**src/rtl/step_if.sv**
```systemverilog
// step_if: button, run-control and motor-drive signals of the stepper phase sequencer.
interface step_if;
  logic       btn_up;
  logic       btn_down;
  logic       enable;
  logic       dir;
  logic [2:0] speed;
  logic [3:0] coils;
  logic       step_pulse;
  logic       running;
  modport master (output btn_up, btn_down, enable, dir, input speed, coils, step_pulse, running);
  modport slave  (input btn_up, btn_down, enable, dir, output speed, coils, step_pulse, running);
endinterface

```
**src/rtl/step_sequencer.sv**
```systemverilog
// step_sequencer: speed-controlled stepper phase sequencer with button-stepped speed 0..7.
// Define STEP_HALF_STEP_EN for the 8-entry half-step table; default is 4-entry full-step.
module step_sequencer #(
  parameter int BASE_DIV = 50000
) (
  input logic   clk,
  input logic   rst_n,
  step_if.slave io
);
`ifdef STEP_HALF_STEP_EN
  localparam int PW = 3;
  localparam logic [31:0] TBL = {4'b1001, 4'b1000, 4'b1100, 4'b0100,
                                 4'b0110, 4'b0010, 4'b0011, 4'b0001};
`else
  localparam int PW = 2;
  localparam logic [15:0] TBL = {4'b1001, 4'b1100, 4'b0110, 4'b0011};
`endif
  localparam int PRW = (BASE_DIV > 2) ? $clog2(BASE_DIV) : 1;
  typedef enum logic {IDLE, RUN} state_e;
  state_e         state_q, state_d;
  logic [2:0]     speed_q, speed_d, cnt_q, cnt_d;
  logic [PRW-1:0] pre_q, pre_d;
  logic [PW-1:0]  phase_q, phase_d;
  logic [3:0]     coils_q, coils_d;
  logic           up_q, dn_q, step_q, step_d, running_q, running_d;
  logic           up_e, dn_e, run, stay, tick, step;
  always_comb begin
    up_e      = io.btn_up & ~up_q;
    dn_e      = io.btn_down & ~dn_q;
    speed_d   = (up_e && !dn_e && speed_q != 3'd7) ? speed_q + 3'd1 :
                (dn_e && !up_e && speed_q != 3'd0) ? speed_q - 3'd1 : speed_q;
    run       = state_q == RUN;
    state_d   = (io.enable && speed_q != 3'd0) ? RUN : IDLE;
    stay      = run && state_d == RUN;
    tick      = stay && pre_q == PRW'(BASE_DIV - 1);
    // limit tracks the live speed, so a counter already past it fires on this tick
    step      = tick && cnt_q >= 3'd7 - speed_q;
    pre_d     = (!stay || tick) ? '0 : pre_q + PRW'(1);
    cnt_d     = (!stay || step) ? 3'd0 : tick ? cnt_q + 3'd1 : cnt_q;
    phase_d   = step ? (io.dir ? phase_q + PW'(1) : phase_q - PW'(1)) : phase_q;
    coils_d   = (state_d == RUN) ? TBL[{phase_d, 2'b00} +: 4] : 4'b0000;
    step_d    = step;
    running_d = state_d == RUN;
  end
  always_ff @(posedge clk or negedge rst_n)
    if (!rst_n) begin
      state_q   <= IDLE;
      speed_q   <= '0;
      cnt_q     <= '0;
      pre_q     <= '0;
      phase_q   <= '0;
      coils_q   <= '0;
      up_q      <= 1'b0;
      dn_q      <= 1'b0;
      step_q    <= 1'b0;
      running_q <= 1'b0;
    end else begin
      state_q   <= state_d;
      speed_q   <= speed_d;
      cnt_q     <= cnt_d;
      pre_q     <= pre_d;
      phase_q   <= phase_d;
      coils_q   <= coils_d;
      up_q      <= io.btn_up;
      dn_q      <= io.btn_down;
      step_q    <= step_d;
      running_q <= running_d;
    end
  assign io.speed      = speed_q;
  assign io.coils      = coils_q;
  assign io.step_pulse = step_q;
  assign io.running    = running_q;
endmodule
```
**src/flat_wrapper.sv**
```systemverilog
// flat-port wrapper written by rule: the top's interface ports become plain ports
module step_sequencer_flat 
#(
  parameter int BASE_DIV = 50000
)
  (clk, rst_n, io_btn_up, io_btn_down, io_enable, io_dir, io_speed, io_coils, io_step_pulse, io_running);
  step_if io_i ();
  input logic clk;
  input logic rst_n;
  input wire logic [$bits(io_i.btn_up)-1:0] io_btn_up;
  input wire logic [$bits(io_i.btn_down)-1:0] io_btn_down;
  input wire logic [$bits(io_i.enable)-1:0] io_enable;
  input wire logic [$bits(io_i.dir)-1:0] io_dir;
  output wire logic [$bits(io_i.speed)-1:0] io_speed;
  output wire logic [$bits(io_i.coils)-1:0] io_coils;
  output wire logic [$bits(io_i.step_pulse)-1:0] io_step_pulse;
  output wire logic [$bits(io_i.running)-1:0] io_running;
  assign io_i.btn_up = io_btn_up;
  assign io_i.btn_down = io_btn_down;
  assign io_i.enable = io_enable;
  assign io_i.dir = io_dir;
  assign io_speed = io_i.speed;
  assign io_coils = io_i.coils;
  assign io_step_pulse = io_i.step_pulse;
  assign io_running = io_i.running;
  step_sequencer #(.BASE_DIV(BASE_DIV)) u_core (.clk(clk), .rst_n(rst_n), .io(io_i));
endmodule
```
**config.mk**
```make
export PLATFORM = sky130hd
export DESIGN_NAME = step_sequencer_flat
export DESIGN_NICKNAME = d
export VERILOG_FILES = /design/src/rtl/step_if.sv /design/src/rtl/step_sequencer.sv /design/src/flat_wrapper.sv
export SDC_FILE = /design/constraint.sdc
export NUM_CORES = 1
export LEC_CHECK = 0
export BUFFER_PORTS_ARGS = -buffer_cell sky130_fd_sc_hd__buf_4
export CORE_MARGIN = 2
export CORE_UTILIZATION = 50
export DETAILED_ROUTE_END_ITERATION = 8
export GPL_TIMING_DRIVEN = 0
export HOLD_SLACK_MARGIN = 0.03
export PLACE_DENSITY = 0.76
export SYNTH_ARGS = -nofsm -noshare
export SYNTH_HDL_FRONTEND = slang
export SYNTH_SLANG_ARGS = --single-unit
```
**constraint.sdc**
```tcl
create_clock -name clk -period 2.9 [get_ports clk]
set_clock_uncertainty 0.15 [all_clocks]
set_input_delay 0.58 -clock clk [delete_from_list [all_inputs] [get_ports clk]]
set_output_delay 0.58 -clock clk [all_outputs]
set_load 0.02 [all_outputs]
```
# Word level (Yosys, flattened, before mapping)
# Index checks and enable logic that the tools add are counted.
dict set report word_totals {
  output_inout_bits 9
  latchBits 0
  mem_count 0
  ramBits 0
  ff_bits 32
  wordCells 49
  inputBits 6
  mem_bits_ro 0
}
dict set report op_classes {
  n_shift 1
  n_lt_le_gt_ge 1
  n_eq_ne 2
  reduce_logical 16
  n_mux 9
  bitwise_logic 4
  multipliers 0
  n_div 0
  n_addsub 7
}
# cell n
set ops {}
lappend ops {{$add 16x1->16 const B} 1}
lappend ops {{$eq 16x16->1 const B} 1}
lappend ops {{$mux 16} 1}
lappend ops {{$shiftx 16x5->4 const A} 1}
lappend ops {{$mux 3} 4}
lappend ops {{$logic_and 1x1->1} 8}
lappend ops {{$add 3x1->3 const B} 2}
lappend ops {{$mux 2} 2}
lappend ops {{$mux 4} 1}
lappend ops {{$reduce_bool 2->1} 2}
lappend ops {{$ge 3x3->1} 1}
lappend ops {{$logic_not 1->1} 3}
lappend ops {{$ne 3x3->1 const B} 1}
lappend ops {{$reduce_bool 3->1} 1}
lappend ops {{$sub 3x1->3 const B} 1}
lappend ops {{$sub 3x3->3 const A} 1}
lappend ops {{$add 2x1->2 const B} 1}
lappend ops {{$and 1x1->1} 2}
lappend ops {{$logic_or 1x1->1} 2}
lappend ops {{$not 1->1} 2}
lappend ops {{$sub 2x1->2 const B} 1}
lappend ops {{$mux 1} 1}

# Depth between registers and ports, before layout
dict set report logic_depth {
  depth_word 9
  depth_mapped 8
  depth_no_buf 8
}

# Worst setup path after synthesis
# OpenSTA, ideal clock, no wires.
dict set report synth_path {
  path_kind {input port to flip-flop}
  from {input io_btn_down}
  to {register u_core.speed_q[1], in the netlist u_core.io.speed[1]}
  path_buffers 0
  setup_ps 125
  required_time_ps 2625
  path_slack_ps 650
  cell_stages 7
  arrival_ps 1974
  cell_sequence {nor2b_1 nor2_1 nand2_1 fa_1 nand2_1 and3_1 a2111oi_0}
}
dict set report synth_via {
  elab_chain_cells 5
  elab_cells_between_ends 8
  cone_classes {mux (1); bitwise (1); reduce/logical (6)}
}
# item line
set synth_lines {}
lappend synth_lines {{start, declared} flat_wrapper.sv:11} ;# input wire logic [$bits(io_i.btn_down)-1:0] io_btn_down;
lappend synth_lines {{$and 1x1->1} step_sequencer.sv:29} ;# dn_e = io.btn_down & ~dn_q;
lappend synth_lines {{$logic_not 1->1} step_sequencer.sv:30} ;# speed_d = (up_e && !dn_e && speed_q != 3'd7) ? speed_q + 3'd1 :
lappend synth_lines {{$logic_and 1x1->1 (2 in series)} step_sequencer.sv:30}
lappend synth_lines {{$mux 3} step_sequencer.sv:30}
lappend synth_lines {{named net u_core.speed_d[1]} step_sequencer.sv:21} ;# logic [2:0] speed_q, speed_d, cnt_q, cnt_d;
lappend synth_lines {{end signal, assigned} step_sequencer.sv:59} ;# speed_q <= speed_d;
lappend synth_lines {{end, declared} step_sequencer.sv:21}
# The timed path passes the listed nets, and every way through them passes these cells.
# A chain may end at the register's enable or synchronous reset.

# Worst setup path after layout
dict set report layout_path {
  from {register u_core.speed_q[0], in the netlist u_core.io.speed[0]}
  to {register u_core.cnt_q[2]}
}
dict set report layout_via {
  elab_chain_cells 8
  elab_cells_between_ends 12
  cone_classes {add/sub (1); order compare (1); mux (2); reduce/logical (8)}
}
# item line
set layout_lines {}
lappend layout_lines {{parallel branches: the longest is 5 deep, another holds $sub 3x3->3} n/a}
lappend layout_lines {{$logic_and 1x1->1 (*)} step_sequencer.sv:37} ;# step = tick && cnt_q >= 3'd7 - speed_q;
lappend layout_lines {{named net u_core.step} step_sequencer.sv:26} ;# logic up_e, dn_e, run, stay, tick, step;
lappend layout_lines {{$logic_or 1x1->1 (*)} step_sequencer.sv:39} ;# cnt_d = (!stay || step) ? 3'd0 : tick ? cnt_q + 3'd1 : cnt_q;
lappend layout_lines {{$mux 3 or $reduce_bool 2->1 (tied branches)} n/a}
lappend layout_lines {{end signal, assigned} step_sequencer.sv:60} ;# cnt_q <= cnt_d;
lappend layout_lines {{end, declared} step_sequencer.sv:21}
# Mark *: on every way through the listed nets, which the timed path passes.

==> flow_summary.toml <==
[sta]
hold_viol = 0
rsz0062_at_grt = "false"
relSlewSlack_pct = 58.34
worst_pin_slew_ps = 624.9
tns_ps = 0
period_share_pct = 85.72
maxSlewViolCount = 0
fmax_mhz = 402.3
final.min_clock_period_ps = 2486
setup_viol = 0

[clocking]
clkSinkCount = 32
cts.clk_slew.worst_paths_ps = 100
cts-root-buf = "clkbuf_4"
clk_path_buf_depth = 2
cts_buffers = 5
htree_levels = 2
clock_latency_ps = 320
cts_tree = "yes"
cts_setup_buffers = 0

[power]
power.switching_mw = 0.4252
powerDensity_mw_per_mm2 = 607.2
seqPwrFrac_pct = 45.1
leakagePower_nw = 0.8988
netSwitchingFraction_pct = 35.90
p_comb_share_pct = 33.1
power.internal_mw = 0.7592
ir_drop_v = 0.0004266
clkPwrFrac_pct = 21.9

[synthesis]
syn_area_per_cell_um2 = 10.11
synth.lib_cells_used.distinct = 42
ys_async_sr_fraction_pct = 100.0
yosys_register_bits = 32
synth_edf_count = 0
synth_top_area_share_pct = 46.58
syn_inst = 170
ys.warnings.count = 0
synth_fp_nets = 182
yosysSeqAreaShare_pct = 46.58
synthFlopType = "dfrtp_1"
synth_area_mm2 = 0.001719
yosysTopAreaCell = "dfrtp_1"
synthTopCellsByArea = "dfrtp_1 (47%), xor2_1 (7.6%), nor2_1 (4.6%)"

[critical_path]
rrSetupSlack_ps = 410
rr_startpoint = "u_core.io.speed[0]$_DFFE_PN0P_"
endpoint_kind = "flop"
required_ps = 2970
worstPathMaxFanout = 9
worstPathArrival_ps = 2560
worst_setup_path_start_kind = "flop"
startpoint = "u_core.io.speed[0]$_DFFE_PN0P_"
path_class = "flop to flop"

[global_routing]
grt_pass1_vias = 1306
grt_max_degree = 33
grt_use_total_pct = 19.30
antenna_found_initial = 0
grt-ovfl-total = 0
grt_pass1_wl_um = 5989

[detailed_routing]
drc = 0
via_per_inst = 5.544
drt_iter0_drc = 107
routed_wl_um = 3267
drtPass1Iterations = 4
vias = 1325
antenna_left = 0
routedWlPerCell_um = 13.67

[placement]
dpl-instance-area_mm2 = 0.001882
portBuffers = 14
place_congestion = 0.8205
place_hpwl_um = 2440

[floorplan]
pin_count = 15
die_width_um = 62.64
dieArea_mm2 = 0.003923
initial_core_util_pct = 51.93
core_area_mm2 = 0.003311
die_h_um = 62.64
num_rows = 21

[layout]
final_common_cell = "dfrtp_1"
diodes = 0
seqCellArea_um2 = 800.8
drive_gt1_share_pct = 16.58
fillers = 303
stdcell_area_mm2 = 0.001951
syn2layout_area_growth_pct = 13.46
multiInputGateArea_um2 = 877.1
nNetsFinal = 204
mostFrequentLayoutCells = "dfrtp_1 (32), nor2_1 (21), xor2_1 (15), nand2_1 (14), buf_4 (14)"

[run]
maxCapViolCount = 0

[min_path]
hp-class = "input port to flop"
hp-start = "io_btn_down"

[status]
outcome = "finished, final reports clean"
[worst paths after layout]
kind                                                 to  cells after the start
max reg2reg                 u_core.cnt_q[2]$_DFFE_PN0P_                      7
min reg2reg                   u_core.pre_q[0]$_DFF_PN0_                      1
max in group asynchronous     u_core.pre_q[0]$_DFF_PN0_                      2
max                         u_core.cnt_q[2]$_DFFE_PN0P_                      7
min                               u_core.dn_q$_DFF_PN0_                      1
min in group asynchronous  u_core.io.coils[2]$_DFF_PN0_                      2
[cells by family (layout without fill, tap and decap cells)]
kind of cell | Yosys count | count (layout) | synth area share [%]
AND/OR/NAND/NOR | 80 | 80 | 26.20
flip-flops | 32 | 32 | 46.58
AO/OA/AOI/OAI | 26 | 26 | 10.70
XOR/XNOR | 16 | 16 | 8.152
buffers and inverters | 8 | 31 | 2.401
adder cells (fa/ha/maj) | 6 | 6 | 4.804
multiplexers | 2 | 2 | 1.165
[metrics by stage]
stage	instances	setup slack (ps)	utilization (%)	hold slack, ps	total power, mW
3_5_place_dp	230	362.5	56.84	355.9	0.9321
6_report	239	414.1	58.92	229.3	1.184
5_1_grt	239	158.4	58.92	193.1	1.275
3_3_place_gp	230	398.1	56.84	346.7	0.9091
4_1_cts	239	407.9	58.92	208.9	1.197
2_1_floorplan	170	650.2	-	134.4	0.8006
[worst max-delay path, cell delays in order, from the launching register on]
cell and delay (ps):
dfrtp_1 530, inv_1 140, ha_1 300, nand2b_1 140
a21o_1 190, a21oi_1 520, nor2_1 190, a211oi_1 220
[synth_stat cells, drive strengths merged, types with 2 or more instances]
library cell / instances
and4: 4
nand3: 8
nor2b: 6
and3: 5
nand2: 14
and2: 3
nor2: 21
or3: 3
inv: 3
a211oi: 3
o221ai: 2
clkbuf: 4
a21oi: 5
o21ai: 5
xor2: 15
mux2i: 2
nor3: 4
a21o: 3
dfrtp: 32
o2111ai: 2
nand4: 6
ha: 5
nand2b: 4
[registers in the layout, summed over array words and instances, names as in the netlist]
signal / count
u_core.pre_q: 16
u_core.io.coils: 4
u_core.cnt_q: 3
u_core.io.speed: 3
u_core.phase_q: 2
u_core.dn_q: 1
u_core.io.running: 1
u_core.io.step_pulse: 1
u_core.up_q: 1
[final cells by class]
class / count / share of cell area [%]
Multi-Input combinational cell: 130 / 44.96
Tap cell: 46 / 2.951
Buffer: 5 / 1.539
Clock buffer: 8 / 3.015
Sequential cell: 32 / 41.05
Timing Repair Buffer: 15 / 5.901
Inverter: 3 / 0.5773
[per-layer routing]
metal  GRT usage, %  vias up  routed length [um]
li1               -      650                   -
met1          25.21      649                1502
met2          30.78       22                1609
met3          5.946        4                 121
met4          6.111        0                  34
met5              0        -                   0
[timing repair]
item	CTS	global route
setup endpoints to repair	0	0
hold buffers	1	0
hold endpoints to repair	22	0
gates resized for setup	0	0
[power groups by stage]
stage,Combinational (mW),Sequential [mW],Clock [mW]
6_report,0.392,0.534,0.259
3_5_place_dp,0.390,0.542,0
4_1_cts,0.393,0.534,0.270
2_1_floorplan,0.229,0.572,0
3_3_place_gp,0.371,0.538,0
5_1_grt,0.434,0.543,0.298
No activity file was read; power rests on OpenSTA's default activity.
